===== src/rtl/plru_replacement_unit.sv =====
// Per-set tree-PLRU state store with registered victim selection and a
// one-set-per-cycle flush sweep.
module plru_replacement_unit #(
    parameter int unsigned NUM_WAYS = 4,
    parameter int unsigned LOG_WAYS = 2,
    parameter int unsigned NUM_SETS = 16,
    parameter int unsigned LOG_SETS = 4
) (
    input  logic                clk,
    input  logic                rst_n,
    input  logic                req_valid,
    output logic                req_ready,
    input  logic [LOG_SETS-1:0] req_index,
    input  logic [NUM_WAYS-1:0] req_way_valids,
    input  logic                upd_valid,
    input  logic [LOG_SETS-1:0] upd_index,
    input  logic [LOG_WAYS-1:0] upd_way,
    input  logic                flush_req,
    output logic                busy,
    output logic                victim_valid,
    output logic [LOG_WAYS-1:0] victim_way,
    output logic                victim_was_free
);

    localparam int unsigned NODES = NUM_WAYS - 1;
    localparam int unsigned CNT_W = LOG_SETS + 1;

    // Point every node on the path to 'way' away from it.
    function automatic logic [NODES-1:0] touch(input logic [NODES-1:0] bits,
                                               input logic [LOG_WAYS-1:0] way);
        logic [NODES-1:0] nb;
        int unsigned      node;
        logic             dir;
        nb   = bits;
        node = 0;
        for (int l = 0; l < int'(LOG_WAYS); l++) begin
            dir      = way[LOG_WAYS-1-l];
            nb[node] = ~dir;
            node     = 2 * node + 1 + 32'(dir);
        end
        return nb;
    endfunction

    // Follow the node bits from the root down to a leaf.
    function automatic logic [LOG_WAYS-1:0] walk(input logic [NODES-1:0] bits);
        logic [LOG_WAYS-1:0] way;
        int unsigned         node;
        logic                dir;
        way  = '0;
        node = 0;
        for (int l = 0; l < int'(LOG_WAYS); l++) begin
            dir                 = bits[node];
            way[LOG_WAYS-1-l]   = dir;
            node                = 2 * node + 1 + 32'(dir);
        end
        return way;
    endfunction

    logic [NODES-1:0]    plru_q [NUM_SETS];
    logic [CNT_W-1:0]    sweep_cnt_q;
    logic                busy_q;
    logic                req_ready_q;
    logic                victim_valid_q;
    logic [LOG_WAYS-1:0] victim_way_q;
    logic                victim_free_q;

    logic                req_fire_c;
    logic                upd_fire_c;
    logic [NODES-1:0]    upd_bits_c;
    logic [NODES-1:0]    req_bits_c;
    logic [LOG_WAYS-1:0] sel_way_c;
    logic                sel_free_c;

    // Accept logic, update bits and victim selection (with same-set forwarding).
    always_comb begin
        req_fire_c = req_valid && !busy_q;
        upd_fire_c = upd_valid && !busy_q;
        upd_bits_c = touch(plru_q[upd_index], upd_way);
        req_bits_c = (upd_fire_c && (upd_index == req_index)) ? upd_bits_c
                                                              : plru_q[req_index];
        sel_way_c  = walk(req_bits_c);
        sel_free_c = 1'b0;
        for (int i = int'(NUM_WAYS) - 1; i >= 0; i--) begin
            if (!req_way_valids[i]) begin
                sel_way_c  = LOG_WAYS'(i);
                sel_free_c = 1'b1;
            end
        end
    end

    always_ff @(posedge clk or negedge rst_n) begin
        if (!rst_n) begin
            for (int s = 0; s < int'(NUM_SETS); s++) begin
                plru_q[s] <= '0;
            end
            sweep_cnt_q    <= '0;
            busy_q         <= 1'b0;
            req_ready_q    <= 1'b1;
            victim_valid_q <= 1'b0;
            victim_way_q   <= '0;
            victim_free_q  <= 1'b0;
        end else begin
            victim_valid_q <= req_fire_c;
            if (req_fire_c) begin
                victim_way_q  <= sel_way_c;
                victim_free_q <= sel_free_c;
            end
            if (upd_fire_c) begin
                plru_q[upd_index] <= upd_bits_c;
            end
            // Sweep clears one set per cycle; the wide counter makes the last set exact.
            if (busy_q) begin
                plru_q[sweep_cnt_q[LOG_SETS-1:0]] <= '0;
                if (sweep_cnt_q == CNT_W'(NUM_SETS - 1)) begin
                    sweep_cnt_q <= '0;
                    busy_q      <= 1'b0;
                    req_ready_q <= 1'b1;
                end else begin
                    sweep_cnt_q <= sweep_cnt_q + CNT_W'(1);
                end
            end else if (flush_req) begin
                busy_q      <= 1'b1;
                req_ready_q <= 1'b0;
            end
        end
    end

    assign req_ready       = req_ready_q;
    assign busy            = busy_q;
    assign victim_valid    = victim_valid_q;
    assign victim_way      = victim_way_q;
    assign victim_was_free = victim_free_q;

endmodule


===== config.mk =====
export PLATFORM = sky130hd
export DESIGN_NAME = plru_replacement_unit
export DESIGN_NICKNAME = d
export VERILOG_FILES = /design/src/rtl/plru_replacement_unit.sv
export SDC_FILE = /design/constraint.sdc
export NUM_CORES = 1
export LEC_CHECK = 0
export CAP_MARGIN = 5
export CORE_ASPECT_RATIO = 0.6
export CORE_MARGIN = 3
export CORE_UTILIZATION = 35
export DETAILED_ROUTE_END_ITERATION = 10
export GPL_TIMING_DRIVEN = 0
export SLEW_MARGIN = 10
export SYNTH_ARGS = -nofsm -noshare
export SYNTH_HDL_FRONTEND = slang
export SYNTH_SLANG_ARGS = --single-unit

===== constraint.sdc =====
create_clock -name clk -period 2.3 [get_ports clk]
set_input_delay 0.46 -clock clk [delete_from_list [all_inputs] [get_ports clk]]
set_output_delay 0.46 -clock clk [all_outputs]
set_load 0.01 [all_outputs]

==> qor.csv, run 1 <==
metric;value;unit
final_cell_mix;69 x nor2_1, 58 x dfrtp_1, 33 x a211oi_1;
synthArstFlopShare;1.00;
cts_sinks;59;
die_area;11000;µm²
drtAntennaViolNets;0;
grt_use_met1;0.284;
grt_util_met2;0.249;
crit_slowest_cell;clkdlybuf4s50_1;
fmax;443;MHz
cpLargestDelayFamily;buffers and inverters;
post_drt_via_cell_ratio;5.52;
first_iter_violations;219;
grt_pass1_wl;15300;µm
relSlewSlack;0.482;
synthDistinctLibCells;43;
synth_seq_cells;59;
setup_viol;0;
cts_inserted_buffers;9;
final_common_cell;nor2_1;
gp_congestion;0.950;
finalHoldViolCount;0;
path_buf_inv;4;
synth_mux_area_frac;0.192;
syn_area_per_cell;10.4;µm²
status;completed;
totalWireLength;9830;µm
core;9360;µm²
cts-root-buf;clkbuf_16;
synth_warnings;0;
syn_inst;330;
ctsLongestPathBuffers;2;
yosys.area_share.simple;0.195;
drc_errors;0;
max_cap_violations;0;
start_util;0.366;
vias;2779;
die_w;134;µm
slew_viol_final;0;
skew;0.00675;ns
cp_max_fo;10;
min-delay-path-class;in2async;
p_per_area;1010;nW/µm²
first_global_vias;2586;
synth_compound_area_frac;0.125;
layout-drive-gt1-share;0.142;
min_period_over_period;0.980;
synth_xor_area_frac;0.0128;
antenna_cells;0;
synth_area;3420;µm²
worstSetupPathType;in2reg;
ctsHoldBuffers;0;
clock_latency;0.34;ns
tightest_slew;0.777;ns
peakVddDrop;0.000641;V
final_area;4220;µm²
min_period;2.26;ns
synth_ff_type;dfrtp_1;
leakage;1.77;nW
port_buffers;23;
rsz0062_at_grt;true;
grtUsageMet3;0.0775;
synth_fp_nets;353;
die_h;82.6;µm
grt_use_total;0.191;
instances_no_fill;503;
place_area;3810;µm²
grt_remaining_overflow;0;
cp-end-kind;flop;
crit_arrival;2.49;ns
grt_max_degree;60;
cts_tree;yes;
area_delta_synth_final;23.3;%
crit_required;2.53;ns
synth_adder_area_share;0.0146;
synth-edff-count;0;
slowest_delay;0.66;ns
post_drt_wl_per_cell;19.5;µm
ys_seq_area_frac;0.431;
std_cell_rows;27;
htree_levels;3;
firstDrtPassIters;4;
path_cells;clkdlybuf4s50_1 > clkinv_2 > nor4_2 > nor3_2 > buf_4 > buf_2 > a211oi_1;
antenna_found_initial;0;
clk_pin_slew;0.05;ns
post-dp-hpwl;7260;µm
synth_top_family_by_area;simple AND/OR/NAND/NOR gates;
final_nets;391;
yosys.area.top_type;dfrtp_1;
start_kind;input pin;
synth_top_area_share;0.424;
dp.cells;483;
ios;25;
synth.area.top_cells;dfrtp_1 42%, mux4_1 8.4%, nor2_1 7.6%;
grt-busiest-layer;met1;
-- kinds of logic after synthesis --
logic type      Yosys count
simple gates            139
mux                      44
flops                    59
xor+xnor                  5
buf+inv                  19
fa+ha+maj                 4
compound gates           60
-- power by group --
part / total (mW) / switching, mW / internal, mW
clock network: 1.46 / 0.511 / 0.952
registers: 1.56 / 0.241 / 1.32
logic: 1.24 / 0.656 / 0.579
-- flip-flops by register name, summed over array words and instances, names as in the netlist --
signal	count
victim_was_free	1
busy	1
victim_valid	1
sweep_cnt_q	5
req_ready	1
plru_q	48
victim_way	2
-- area by class of cell --
type                    count  area, µm²
repair buffers             27        260
clock buffers               9        225
plain buffers              13       90.1
well taps                 130        163
clock inverters             7        100
fillers                   893       5130
multi-input cells         252       1880
inverters                   6       23.8
flip-flops and latches     59       1480
-- timing repair --
item,in CTS,in global routing
gates resized for setup,14,12
gates cloned,0,0
pin swaps,2,1
buffers inserted,3,1
endpoints found under the setup margin,34,34
-- per-layer routing --
metal / part of all wire / up-vias / wire [µm]
li1: - / 1303 / -
met1: 0.52 / 1363 / 5060
met2: 0.37 / 102 / 3680
met3: 0.10 / 11 / 979
met4: 0.010 / 0 / 99
met5: 0 / - / 0
-- through the flow --
step,hold slack (ns),utilization,TNS (ns),worst slack [ns],power [mW]
finish,0.201,0.451,0,0.0449,4.26
global route,0.246,0.451,-0.182,-0.0329,4.52
floorplan,0.164,-,0,0.184,2.32
global placement,0.465,0.408,-88.98,-1.16,2.73
CTS,0.226,0.447,0,0.0126,4.27
detailed placement,0.470,0.408,-23.61,-0.873,2.76
-- worst paths after layout --
kind                                       start                         to  slack (ns)  cells after the start
max                                   upd_way[1]       plru_q[28]$_DFF_PN0_        0.04                      7
min                                        rst_n       plru_q[26]$_DFF_PN0_        0.20                      1
max reg2reg                 plru_q[18]$_DFF_PN0_  victim_way[1]$_DFFE_PN0P_        0.25                      4
min reg2reg                req_ready$_DFFE_PN1P_      req_ready$_DFFE_PN1P_        0.48                      2
max in group asynchronous                  rst_n        plru_q[9]$_DFF_PN0_        1.59                      1
min in group clk           req_ready$_DFFE_PN1P_      req_ready$_DFFE_PN1P_        0.48                      2
-- Yosys cell counts, types with 4 or more instances --
master and instances:
a2111oi_0 4, a211oi_1 33, and2_1 9, and3_1 5, clkbuf_1 6, dfrtp_1 58, ha_1 4, inv_1 5
mux2_2 8, mux2i_1 20, mux4_1 11, nand2_1 13, nand2b_1 7, nand3_1 4, nor2_1 69, nor2b_1 11
nor3_1 6, o21ai_0 8, o22ai_1 5, xnor2_1 4
(Power assumes the default switching activity.)
==> inputs of run 2 (changes only) <==
CORE_MARGIN = 2   (was 3)
==> run 2 against run 1 <==
  * Critical path depth shrank 1
  * Non-clock buffer count unchanged
  * Combinational power about the same
  * Setup slack lost 0.012 ns
  * Sequential power is essentially flat
  * Core utilization increased by 0.58 points
  * Total power increased by 3.6%
  * Final cell count is the same
  * Sequential cell count unchanged
  * Clock power rose by 10%
  * Maximum frequency is 0.53% lower
  * Sequential share of layout area decreased by 0.32 points
==> qor.csv, run 2 (synthesized netlist as in run 1, its figures left out) <==
metric;value;unit;change
drtAntennaViolNets;0;;unchanged
gp_congestion;0.907;;-4.6%
post_drt_wl_per_cell;19.9;µm;+1.6%
layout-drive-gt1-share;0.139;;-0.00268
antenna_found_initial;0;;unchanged
crit_arrival;2.48;ns;about the same
total_power;4.42;mW;+3.6%
ctsHoldBuffers;0;;unchanged
utilization;0.457;;+0.00580
cts-root-buf;clkbuf_16;;
grtUsageMet3;0.0537;;-0.0238
grt_util_met2;0.257;;+0.00730
regArea;1480;µm²;unchanged
setup_viol;0;;unchanged
relSlewSlack;0.476;;-0.00624
final_nets;391;;unchanged
min_period;2.27;ns;+0.0119 ns
final_area;4260;µm²;+0.92%
grt_use_met1;0.309;;+0.0249
ios;25;;unchanged
cp_max_fo;10;;unchanged
skew;0.00787;ns;+0.00111 ns
fmax;441;MHz;-0.53%
place_area;3810;µm²;unchanged
crit_required;2.51;ns;-0.02 ns
grt_pass1_wl;15300;µm;about the same
slew_viol_final;0;;unchanged
grt_remaining_overflow;0;;unchanged
first_global_vias;2607;;+0.81%
largest_reg_flops;48;;unchanged
min_period_over_period;0.986;;+0.00519
multiInputGateArea;1880;µm²;about the same
leakage;1.80;nW;+1.5%
cts_inserted_buffers;9;;unchanged
cp-end-kind;flop;;
std_cell_rows;27;;unchanged
dp.cells;483;;unchanged
finalHoldViolCount;0;;unchanged
max_cap_violations;0;;unchanged
final_cell_mix;69 x nor2_1, 58 x dfrtp_1, 33 x a211oi_1;;
setup_ws;0.0330;ns;-0.0119 ns
totalWireLength;9990;µm;+1.6%
drc_errors;0;;unchanged
grt-busiest-layer;met1;;
tightest_slew;0.786;ns;+0.00936 ns
grt_max_degree;60;;unchanged
worstSetupPathType;in2reg;;
area_delta_synth_final;24.5;%;
post_drt_via_cell_ratio;5.49;;-0.65%
die_area;10600;µm²;-3.9%
start_util;0.367;;+0.00133
die_w;132;µm;-1.5%
port_buffers;23;;unchanged
final_common_cell;nor2_1;;
htree_levels;3;;unchanged
status;completed;;
hold_ws;0.211;ns;+0.00999 ns
die_h;80.6;µm;-2.4%
clk_pin_slew;0.05;ns;about the same
core;9320;µm²;-0.36%
clock_latency;0.33;ns;about the same
place_ws;-0.909;ns;-0.0368 ns
firstDrtPassIters;5;;+1
n_fill_cell;890;;-0.34%
grt_use_total;0.196;;+0.00445
peakVddDrop;0.000476;V;-26%
min-delay-path-class;in2async;;
antenna_cells;0;;unchanged
post-dp-hpwl;7350;µm;+1.3%
start_kind;input pin;;
cts_tree;yes;;
ctsLongestPathBuffers;2;;unchanged
instances_no_fill;503;;unchanged
p_per_area;1040;nW/µm²;+2.7%
fin_setup_tns;0;ns;unchanged
vias;2761;;-0.65%
cts_sinks;59;;unchanged
regMostFlops;plru_q;;
first_iter_violations;210;;-4.1%
-- run 2: worst max-delay path, stage by stage --
cell	delay [ns]
clkdlybuf4s18_2	0.29
buf_8	0.20
mux4_2	0.59
mux4_2	0.49
and2_0	0.16
o31a_1	0.28
-- run 2: worst paths after layout --
check | depth (start not counted) | end | from | slack (ns)
setup / recovery | 6 | victim_way[1]$_DFFE_PN0P_ | req_index[0] | 0.03
hold / removal | 1 | plru_q[26]$_DFF_PN0_ | rst_n | 0.21
setup reg to reg | 4 | victim_way[1]$_DFFE_PN0P_ | plru_q[18]$_DFF_PN0_ | 0.26
hold reg to reg | 2 | req_ready$_DFFE_PN1P_ | req_ready$_DFFE_PN1P_ | 0.48
max in group asynchronous | 1 | plru_q[1]$_DFF_PN0_ | rst_n | 1.57
min in group clk | 2 | req_ready$_DFFE_PN1P_ | req_ready$_DFFE_PN1P_ | 0.48
-- run 2: cell type report --
class | count | area share
Sequential cell | 59 | 0.347
Timing Repair Buffer | 27 | 0.0608
Clock inverter | 5 | 0.0252
Buffer | 13 | 0.0220
Inverter | 6 | 0.00616
Multi-Input combinational cell | 252 | 0.442
Clock buffer | 11 | 0.0593
Tap cell | 130 | 0.0382
-- run 2: routing by layer --
metal / up-vias / wire (µm) / share of wire
met2: 88 / 3720 / 0.37
li1: 1295 / - / -
met4: 0 / 145 / 0.015
met3: 24 / 675 / 0.068
met5: - / 0 / 0
met1: 1354 / 5450 / 0.55
-- run 2: timing repair --
item                                    CTS  global route
cloned                                    0             0
endpoints found under the setup margin   28            30
resized for setup                        14            13
setup buffers                             2             2
pin swaps                                 2             0
-- run 2: power breakdown --
| part | internal (mW) | leakage (nW) | switching, mW |
|---|---|---|---|
| clock network | 1.12 | 0.176 | 0.486 |
| logic | 0.580 | 0.826 | 0.661 |
| registers | 1.32 | 0.797 | 0.245 |
| total | 3.02 | 1.80 | 1.39 |
